**config.mk**
```make
export PLATFORM = sky130hd
export DESIGN_NAME = gray_bin_conv_pipe
export DESIGN_NICKNAME = d
export VERILOG_FILES = /design/src/rtl/gray_pkg.sv /design/src/rtl/gray_conv_stage.sv /design/src/rtl/gray_bin_conv_pipe.sv
export SDC_FILE = /design/constraint.sdc
export NUM_CORES = 1
export LEC_CHECK = 0
export CORE_UTILIZATION = 47
export DETAILED_ROUTE_END_ITERATION = 10
export GPL_ROUTABILITY_DRIVEN = 0
export PLACE_DENSITY = 0.81
export SKIP_CTS_REPAIR_TIMING = 1
export SYNTH_ARGS = -nofsm -noshare
export SYNTH_HDL_FRONTEND = slang
export SYNTH_SLANG_ARGS = --single-unit
```
**constraint.sdc**
```tcl
create_clock -name clk -period 1.6 [get_ports clk]
set_input_delay 0.32 -clock clk [delete_from_list [all_inputs] [get_ports clk]]
set_output_delay 0.32 -clock clk [all_outputs]
set_load 0.1 [all_outputs]
```
**src/rtl/gray_pkg.sv**
```systemverilog
// Shared constants and helpers for the pipelined Gray/binary converter.
package gray_pkg;

  // Widest word the helper functions handle; WIDTH must stay below this.
  localparam int unsigned MAX_W = 64;

  typedef enum logic {
    MODE_G2B = 1'b0,
    MODE_B2G = 1'b1
  } mode_e;

  // Binary to Gray on a zero-extended word; callers keep their low WIDTH bits.
  function automatic logic [MAX_W-1:0] bin2gray(input logic [MAX_W-1:0] b);
    return b ^ (b >> 1);
  endfunction

  function automatic int chunk_sz(input int width, input int stages);
    return (width + stages - 1) / stages;
  endfunction

  // Highest bit resolved by stage k; negative when the stage has no bits.
  function automatic int chunk_hi(input int k, input int width, input int stages);
    return width - 1 - k * chunk_sz(width, stages);
  endfunction

  // Lowest bit resolved by stage k, clamped at bit 0.
  function automatic int chunk_lo(input int k, input int width, input int stages);
    int lo;
    lo = width - (k + 1) * chunk_sz(width, stages);
    return (lo < 0) ? 0 : lo;
  endfunction

endpackage

```
**src/rtl/gray_conv_stage.sv**
```systemverilog
// One pipeline stage: valid/mode/data register plus the slice of the
// Gray->binary prefix-XOR chain owned by this stage. Stage 0 also performs
// the whole binary->Gray conversion; later stages pass such words through.
module gray_conv_stage
  import gray_pkg::*;
#(
  parameter int unsigned WIDTH  = 8,
  parameter int unsigned STAGES = 2,
  parameter int unsigned IDX    = 0
) (
  input  logic             clk,
  input  logic             rst_n,
  input  logic             up_valid_i,
  input  logic             up_mode_i,
  input  logic [WIDTH-1:0] up_data_i,
  output logic             up_ready_o,
  output logic             dn_valid_o,
  output logic             dn_mode_o,
  output logic [WIDTH-1:0] dn_data_o,
  input  logic             dn_ready_i
);

  localparam int  HI        = chunk_hi(int'(IDX), int'(WIDTH), int'(STAGES));
  localparam int  LO        = chunk_lo(int'(IDX), int'(WIDTH), int'(STAGES));
  // The chain enters from the lowest bit already resolved upstream.
  localparam bit  HAS_CARRY = (HI >= 0) && (HI < int'(WIDTH) - 1);
  localparam int  CARRY_IDX = HAS_CARRY ? HI + 1 : 0;

  logic             valid_q;
  logic             mode_q;
  logic [WIDTH-1:0] data_q;
  logic [WIDTH-1:0] data_d;
  logic [MAX_W-1:0] gray_full;
  logic             gray_unused;
  logic             acc;

  assign up_ready_o  = ~valid_q | dn_ready_i;
  assign dn_valid_o  = valid_q;
  assign dn_mode_o   = mode_q;
  assign dn_data_o   = data_q;
  assign gray_unused = |gray_full[MAX_W-1:WIDTH];

  // Convert the incoming word for this stage's share of the work.
  always_comb begin
    data_d    = up_data_i;
    gray_full = bin2gray(MAX_W'(up_data_i));
    acc       = HAS_CARRY ? up_data_i[CARRY_IDX] : 1'b0;
    if (up_mode_i == MODE_B2G) begin
      if (IDX == 0) data_d = gray_full[WIDTH-1:0];
    end else begin
      for (int unsigned j = 0; j < WIDTH; j++) begin
        if ((int'(WIDTH - 1 - j) <= HI) && (int'(WIDTH - 1 - j) >= LO)) begin
          acc                   = acc ^ up_data_i[WIDTH-1-j];
          data_d[WIDTH - 1 - j] = acc;
        end
      end
    end
  end

  // Stage register: loads whenever empty or its content moves downstream.
  always_ff @(posedge clk) begin
    if (!rst_n) begin
      valid_q <= 1'b0;
      mode_q  <= MODE_G2B;
      data_q  <= '0;
    end else if (up_ready_o) begin
      valid_q <= up_valid_i;
      if (up_valid_i) begin
        mode_q <= up_mode_i;
        data_q <= data_d;
      end
    end
  end

endmodule

```
**src/rtl/gray_bin_conv_pipe.sv**
```systemverilog
// Pipelined Gray<->binary converter with valid/ready on both sides.
// Fixed latency of STAGES cycles; ready ripples back through the stage
// valids so in_ready never depends on in_valid.
module gray_bin_conv_pipe
  import gray_pkg::*;
#(
  parameter int unsigned WIDTH  = 8,
  parameter int unsigned STAGES = 2
) (
  input  logic             clk,
  input  logic             rst_n,
  input  logic             in_valid,
  output logic             in_ready,
  input  logic             in_mode,
  input  logic [WIDTH-1:0] in_data,
  output logic             out_valid,
  input  logic             out_ready,
  output logic             out_mode,
  output logic [WIDTH-1:0] out_data
);

  // Index 0 is the input port; index k+1 is the output of stage k.
  logic             valid_s [STAGES+1];
  logic             mode_s  [STAGES+1];
  logic             ready_s [STAGES+1];
  logic [WIDTH-1:0] data_s  [STAGES+1];

  assign valid_s[0]      = in_valid;
  assign mode_s[0]       = in_mode;
  assign data_s[0]       = in_data;
  assign ready_s[STAGES] = out_ready;

  assign in_ready  = ready_s[0];
  assign out_valid = valid_s[STAGES];
  assign out_mode  = mode_s[STAGES];
  assign out_data  = data_s[STAGES];

  for (genvar k = 0; k < STAGES; k++) begin : g_stage
    gray_conv_stage #(
      .WIDTH (WIDTH),
      .STAGES(STAGES),
      .IDX   (k)
    ) u_stage (
      .clk       (clk),
      .rst_n     (rst_n),
      .up_valid_i(valid_s[k]),
      .up_mode_i (mode_s[k]),
      .up_data_i (data_s[k]),
      .up_ready_o(ready_s[k]),
      .dn_valid_o(valid_s[k+1]),
      .dn_mode_o (mode_s[k+1]),
      .dn_data_o (data_s[k+1]),
      .dn_ready_i(ready_s[k+1])
    );
  end

endmodule

```
==> results.md, run 1 <==
- Status: finished, final reports clean
- Final period utilization: between 90% and 100%
- Rel. slew slack: 82.0%
- H-tree depth: 1
- Clk slew on worst S/H paths: 0.11 ns
- Total core area: 0.00182 mm2
- Crit path time final: 1.54 ns
- Total Nets Final: 139
- Routed wire length: 1760 um
- Worst setup endpoint: in_ready
- GRT Total Usage: 20.1%
- Mapped Cells: 106
- Post-synth cell types: 22
- Main synth FF type: dfxtp_1
- Starting Density: 52.6%
- Fillcell total: 139
- I/O Buffers: 23
- HP Start: g_stage[0].u_stage.dn_valid_o
- Number of synthesized flops with an enable pin: 0
- Area delta synth->final: 42.6%
- Post-synthesis async set-or-reset flop share: 0%
- Pins Over Slew Limit: 0
- Final Skew: 0.00716 ns
- CP required: approximately 1.3 ns
- Setup CP Type: input pin to primary output
- RSZ-0062 raised after global routing: false
- Number of buffers created by CTS: 3
- First-pass DRT Iterations: 4
- GR Overflow Total: 0
- Synth Net Count: 119
- Clock net sink count: 20
- Vias in the first global route: 728
- Nature of the critical path endpoint: primary output
- Crit. Startpoint: out_ready
- Synth warnings: 0
- Clk root buf: clkbuf_4
- Initial antenna violation count: 0
- IO Count: 24
- Number of diodes: 0
- Setup TNS: 0 ns
- Flop2flop setup slack: around 0.09 ns
- Maximum clock path buffer count: 2
- Pwr Total: 0.00128 W
- R2R Path Start: g_stage[0].u_stage.dn_data_o[4]
- 1st-iter DRT viols: 4
- Die Y: 47.1 um
- HPWL Detailed: 1340 um
- Worst R2R Path Depth: 4
- WL met2: 939 um
- Total number of vias: 751
- Final Hold Vio Count: 0
- Max Fclk: 650 MHz
- Avg Inst Size Synth: 9.03 um2
- Met3 routed WL: about 64 um
- Synth Register Bits: 20
- First-pass GRT wire length: between 2000 and 3000 um
- Finish-stage setup viols: 0
- R2r endpoint: g_stage[1].u_stage.dn_data_o[0]
- Max VDD drop: 0.696 mV
- Top Layer Used: met4
- Crit path max fanout: 2
- Final ANT Viol Nets: 0
- Max_cap viols: 0
- Routed wire per std cell: ~12 um
- Sequential share of the synthesized area: 41.8%
- DR vias/cell: 5.01
- Leakage: 0.549 nW
- Power density of the placed cells: 938 mW/mm2
- Final core utilization: 75.0%
- Die Width: 47.1 um
- Share of cells above drive strength 1: 17.6%
- Min-Delay Path Class: flip-flop to flip-flop
- Worst-Skew Late Latency: 0.31 ns
- Crit path launch type: input pin
- Largest net degree at the start of global routing: 19
- Die Area: between 0.002 and 0.0025 mm2
- CTS tree: built
- DRC viols: 0
- Tightest Pin Transition: 0.269 ns
- Critical path arrival: approximately 1.2 ns
- Metal1 wirelength: around 700 um
- Post-synthesis cell area: 957 um2
- # rows: 15
## worst min path at each step
| stage | endpoint | slack, ns | cells past startpoint |
|---|---|---|---|
| 3_3_place_gp | g_stage[1].u_stage.dn_valid_o | 0.43 | 2 |
| 5_1_grt | g_stage[1].u_stage.dn_valid_o | 0.51 | 2 |
| 6_report | g_stage[1].u_stage.dn_valid_o | 0.47 | 2 |
| 2_1_floorplan | g_stage[1].u_stage.dn_valid_o | 0.42 | 2 |
| 3_5_place_dp | g_stage[1].u_stage.dn_valid_o | 0.44 | 2 |
| 4_1_cts | g_stage[1].u_stage.dn_valid_o | 0.46 | 2 |
## through the flow
stage               cells  hold WS [ns]  cell area (um2)  worst slack, ns
floorplan             106         0.424              977           -0.769
global placement      146         0.430             1310           0.0321
detailed placement    146         0.445             1310          -0.0187
CTS                   150         0.464             1360           0.0462
global route          150         0.506             1370          0.00559
finish                150         0.466             1370           0.0620
## state kept, by name, summed over array words and instances (netlist names)
register                    flops
g_stage.u_stage.dn_data_o      16
g_stage.u_stage.dn_mode_o       2
g_stage.u_stage.dn_valid_o      2
## area by class of cell
cell class	count	area (um2)	share of cell area (%)
clock buffers	4	47.5	3.48
inverters	4	15.0	1.10
well taps	25	31.3	2.29
flip-flops and latches	20	408	29.9
multi-input cells	69	460	33.7
repair buffers	28	403	29.5
## synth_stat cells (3+ instances only)
library cell | instances | area, um2
nor2_1 | 17 | 63.8
clkbuf_1 | 3 | 11.3
a211oi_1 | 6 | 45.0
inv_1 | 3 | 11.3
buf_4 | 8 | 60.1
xor2_1 | 7 | 61.3
dfxtp_1 | 20 | 400
nand2_1 | 4 | 15.0
o21ai_0 | 3 | 15.0
a21oi_1 | 5 | 25.0
mux2i_1 | 9 | 90.1
xnor2_1 | 6 | 52.6
## routing by layer
metal,GRT usage [%],up-vias
li1,-,380
met1,22.4,342
met2,34.7,21
met3,4.62,8
met4,12.0,0
met5,0,-
## cell families (layout without fill, tap and decap cells)
group	count (synthesis)	in the layout	share of synthesized area (%)
compound gates	15	15	9.54
xor+xnor	14	14	14.2
flops	20	20	41.8
buf+inv	17	36	10.1
simple gates	31	31	14.9
mux	9	9	9.41
## cells in the final DEF, fill, tap and decap left out, types with 2 or more instances in the layout
cell type        netlist  final
and2_1                 2      2
nand2_1                4      4
dfxtp_1               20     18
xnor2_1                6      6
mux2i_1                9      9
buf_12                 0     13
o21ai_0                3      3
nand3b_1               2      2
a21oi_1                5      5
xor2_1                 7      7
buf_4                  8      3
clkdlybuf4s50_1        0     12
dfxtp_4                0      2
nor2_1                17     17
nor2b_1                2      2
a211oi_1               6      6
nand2b_1               2      2
clkbuf_4               0      3
inv_1                  3      3
## critical path, cell delays in order
cell,delay [ns]
clkdlybuf4s50_1,0.41
nand3b_1,0.17
buf_4,0.16
buf_12,0.16
## where the power goes
part	leakage, nW	switching [W]	internal [W]
logic	0.357	0.000195	0.000166
clock network	0.0261	0.000166	0.000191
registers	0.166	0.0000317	0.000530
total	0.549	0.000393	0.000887
Note: power is estimated with default switching activity, not from simulation.
==> inputs of run 2 (changes only) <==
--- a/config.mk
+++ b/config.mk
@@ -9,7 +9,6 @@
 export DETAILED_ROUTE_END_ITERATION = 10
 export GPL_ROUTABILITY_DRIVEN = 0
 export PLACE_DENSITY = 0.81
-export SKIP_CTS_REPAIR_TIMING = 1
 export SYNTH_ARGS = -nofsm -noshare
 export SYNTH_HDL_FRONTEND = slang
 export SYNTH_SLANG_ARGS = --single-unit
==> constraint.sdc (replaced) <==
create_clock -name clk -period 1.6 [get_ports clk]
set_input_delay 0.16 -clock clk [delete_from_list [all_inputs] [get_ports clk]]
set_output_delay 0.16 -clock clk [all_outputs]
set_load 0.1 [all_outputs]
==> run 2 against run 1 <==
Against the previous run: clock-buffer cell count did not move; wire length fell by 6.4%; clock power barely moved.
==> results.md, run 2 (synthesis gave the netlist of run 1 again) <==
- Number of buffers created by CTS: 3 (unchanged)
- Total number of vias: 748 (was 751)
- Final cell area excluding filler cells: 0.00134 mm2 (was 0.00137 mm2)
- Placed inst area: 0.00129 mm2 (was 0.00131 mm2)
- IO Count: 24 (unchanged)
- I/O Buffers: 23 (unchanged)
- Final std cells w/o fill: 149 (was 150)
- Final period utilization: 93.6% (was 96.1%)
- Initial antenna violation count: 0 (unchanged)
- HPWL Detailed: 1270 um (was 1340 um)
- Commonest non-fill, non-tap cell in the layout: dfxtp_1 (unchanged)
- Max Fclk: 668 MHz (was 650 MHz)
- Crit path max fanout: 3 (was 2)
- Post-placement cell count: 145 (was 146)
- HP Start: in_valid (was g_stage[0].u_stage.dn_valid_o)
- Area delta synth->final: 40.1% (was 42.6%)
- Total Nets Final: 138 (was 139)
- Most frequent cells in the layout: dfxtp_1, nor2_1, clkdlybuf4s50_1, buf_12, mux2i_1 (was dfxtp_1, nor2_1, buf_12)
- Worst-Skew Late Latency: 0.31 ns (about the same)
- Worst R2R Path Depth: 4 (unchanged)
- Clk root buf: clkbuf_4 (unchanged)
- Leakage: 0.539 nW (was 0.549 nW)
- Final ANT Viol Nets: 0 (unchanged)
- Die Width: 47.1 um (unchanged)
- Crit. Startpoint: g_stage[0].u_stage.dn_data_o[2] (was out_ready)
- Starting Density: 52.6% (unchanged)
- DRC viols: 0 (unchanged)
- Max_cap viols: 0 (unchanged)
- First-pass GRT wire length: 2790 um (was 2970 um)
- Vias in the first global route: 685 (was 728)
- Die Area: 0.00222 mm2 (unchanged)
- Largest net degree at the start of global routing: 15 (was 19)
- Setup CP Type: flip-flop to flip-flop (was input pin to primary output)
- R2R Path Start: g_stage[0].u_stage.dn_data_o[2] (was g_stage[0].u_stage.dn_data_o[4])
- GRT Total Usage: 18.5% (was 20.1%)
- Max reg flops: 16 (unchanged)
- # rows: 15 (unchanged)
- Finish-stage setup viols: 0 (unchanged)
- GR Overflow Total: 0 (unchanged)
- Final Skew: 0.00348 ns (was 0.00716 ns)
- Final core utilization: 73.7% (was 75.0%)
- Routed wire length: 1650 um (was 1760 um)
- Total core area: 0.00182 mm2 (unchanged)
- CTS tree: built (unchanged)
- Fillcell total: 138 (was 139)
- Share of cells above drive strength 1: 16.1% (was 17.6%)
- Postcts setup bufs: 0
- Clock net sink count: 20 (unchanged)
- Hold-fix buffers at CTS: 0
- Status: finished, final reports clean (unchanged)
- Resized Gates After CTS: 0
- Nature of the critical path endpoint: flip-flop (was primary output)
- H-tree depth: 1 (unchanged)
- Clk slew on worst S/H paths: 0.12 ns (was 0.11 ns)
- Maximum clock path buffer count: 2 (unchanged)
- Hold path depth: 3 (was 2)
- CP required: 1.85 ns (was 1.28 ns)
- Pins Over Slew Limit: 0 (unchanged)
- Final Hold Vio Count: 0 (unchanged)
- Number of diodes: 0 (unchanged)
- DR vias/cell: 5.02 (was 5.01)
- Min-Delay Path Class: input pin to flip-flop (was flip-flop to flip-flop)
- First-pass DRT Iterations: 4 (unchanged)
- Max VDD drop: 0.744 mV (was 0.696 mV)
- 1st-iter DRT viols: 1 (was 4)
- Die Y: 47.1 um (unchanged)
- Critical path arrival: 1.74 ns (was 1.22 ns)
- Routed wire per std cell: 11.0 um (was 11.7 um)
- Crit path time final: 1.50 ns (was 1.54 ns)
- Power density of the placed cells: 943 mW/mm2 (was 938 mW/mm2)
- Crit path launch type: flip-flop (was input pin)
- Rel. slew slack: 78.8% (was 82.0%)
- Tightest Pin Transition: 0.317 ns (was 0.269 ns)
- RSZ-0062 raised after global routing: false (unchanged)
-- run 2: cell count changes in the layout (fill, tap and decap cells not counted) --
cell / before / now
dfxtp_4: 2 / 1
buf_12: 13 / 12
dfxtp_1: 18 / 19
-- run 2: report_power, final --
part / switching (W) / internal (W) / total (W)
sequential: 0.0000326 / 0.000530 / 0.000563
combinational: 0.000187 / 0.000159 / 0.000346
clock: 0.000165 / 0.000191 / 0.000356
total: 0.000385 / 0.000880 / 0.00127
-- run 2: path summary, 6_finish.rpt --
path	slack, ns	to
worst max-delay path	0.10	g_stage[1].u_stage.dn_data_o[0]
worst min-delay path	0.42	g_stage[0].u_stage.dn_valid_o
worst max register to register	0.10	g_stage[1].u_stage.dn_data_o[0]
worst min register to register	0.48	g_stage[1].u_stage.dn_valid_o
-- run 2: final cells by class --
class / instances / area, um2 / share of cell area [%]
tap: 25 / 31.3 / 2.33
multi-input combinational: 69 / 460 / 34.3
sequential: 20 / 404 / 30.1
clock buffer: 4 / 47.5 / 3.54
inverter: 4 / 15.0 / 1.12
timing repair buffer: 27 / 383 / 28.5
-- run 2: routing by layer --
metal	up-vias	wire, um	global-route usage (%)
li1	381	-	-
met1	342	674	19.9
met2	20	869	33.1
met3	5	57	3.85
met4	0	44	11.4
met5	-	0	0
-- run 2: stage by stage --
step	worst slack (ns)	power, W	hold WS (ns)	setup TNS [ns]
5_1_grt	0.0166	0.00131	0.456	0
3_3_place_gp	0.167	0.000911	0.428	0
4_1_cts	0.0906	0.00127	0.432	0
3_5_place_dp	0.120	0.000922	0.450	0
2_1_floorplan	-0.769	0.000813	0.289	-6.49
6_report	0.103	0.00127	0.422	0
-- run 2: worst max-delay path, stage by stage, from the launching register on --
cell and delay, ns:
dfxtp_1 0.39, xnor3_1 0.43, xor2_1 0.16, or3_1 0.30, a31oi_1 0.15
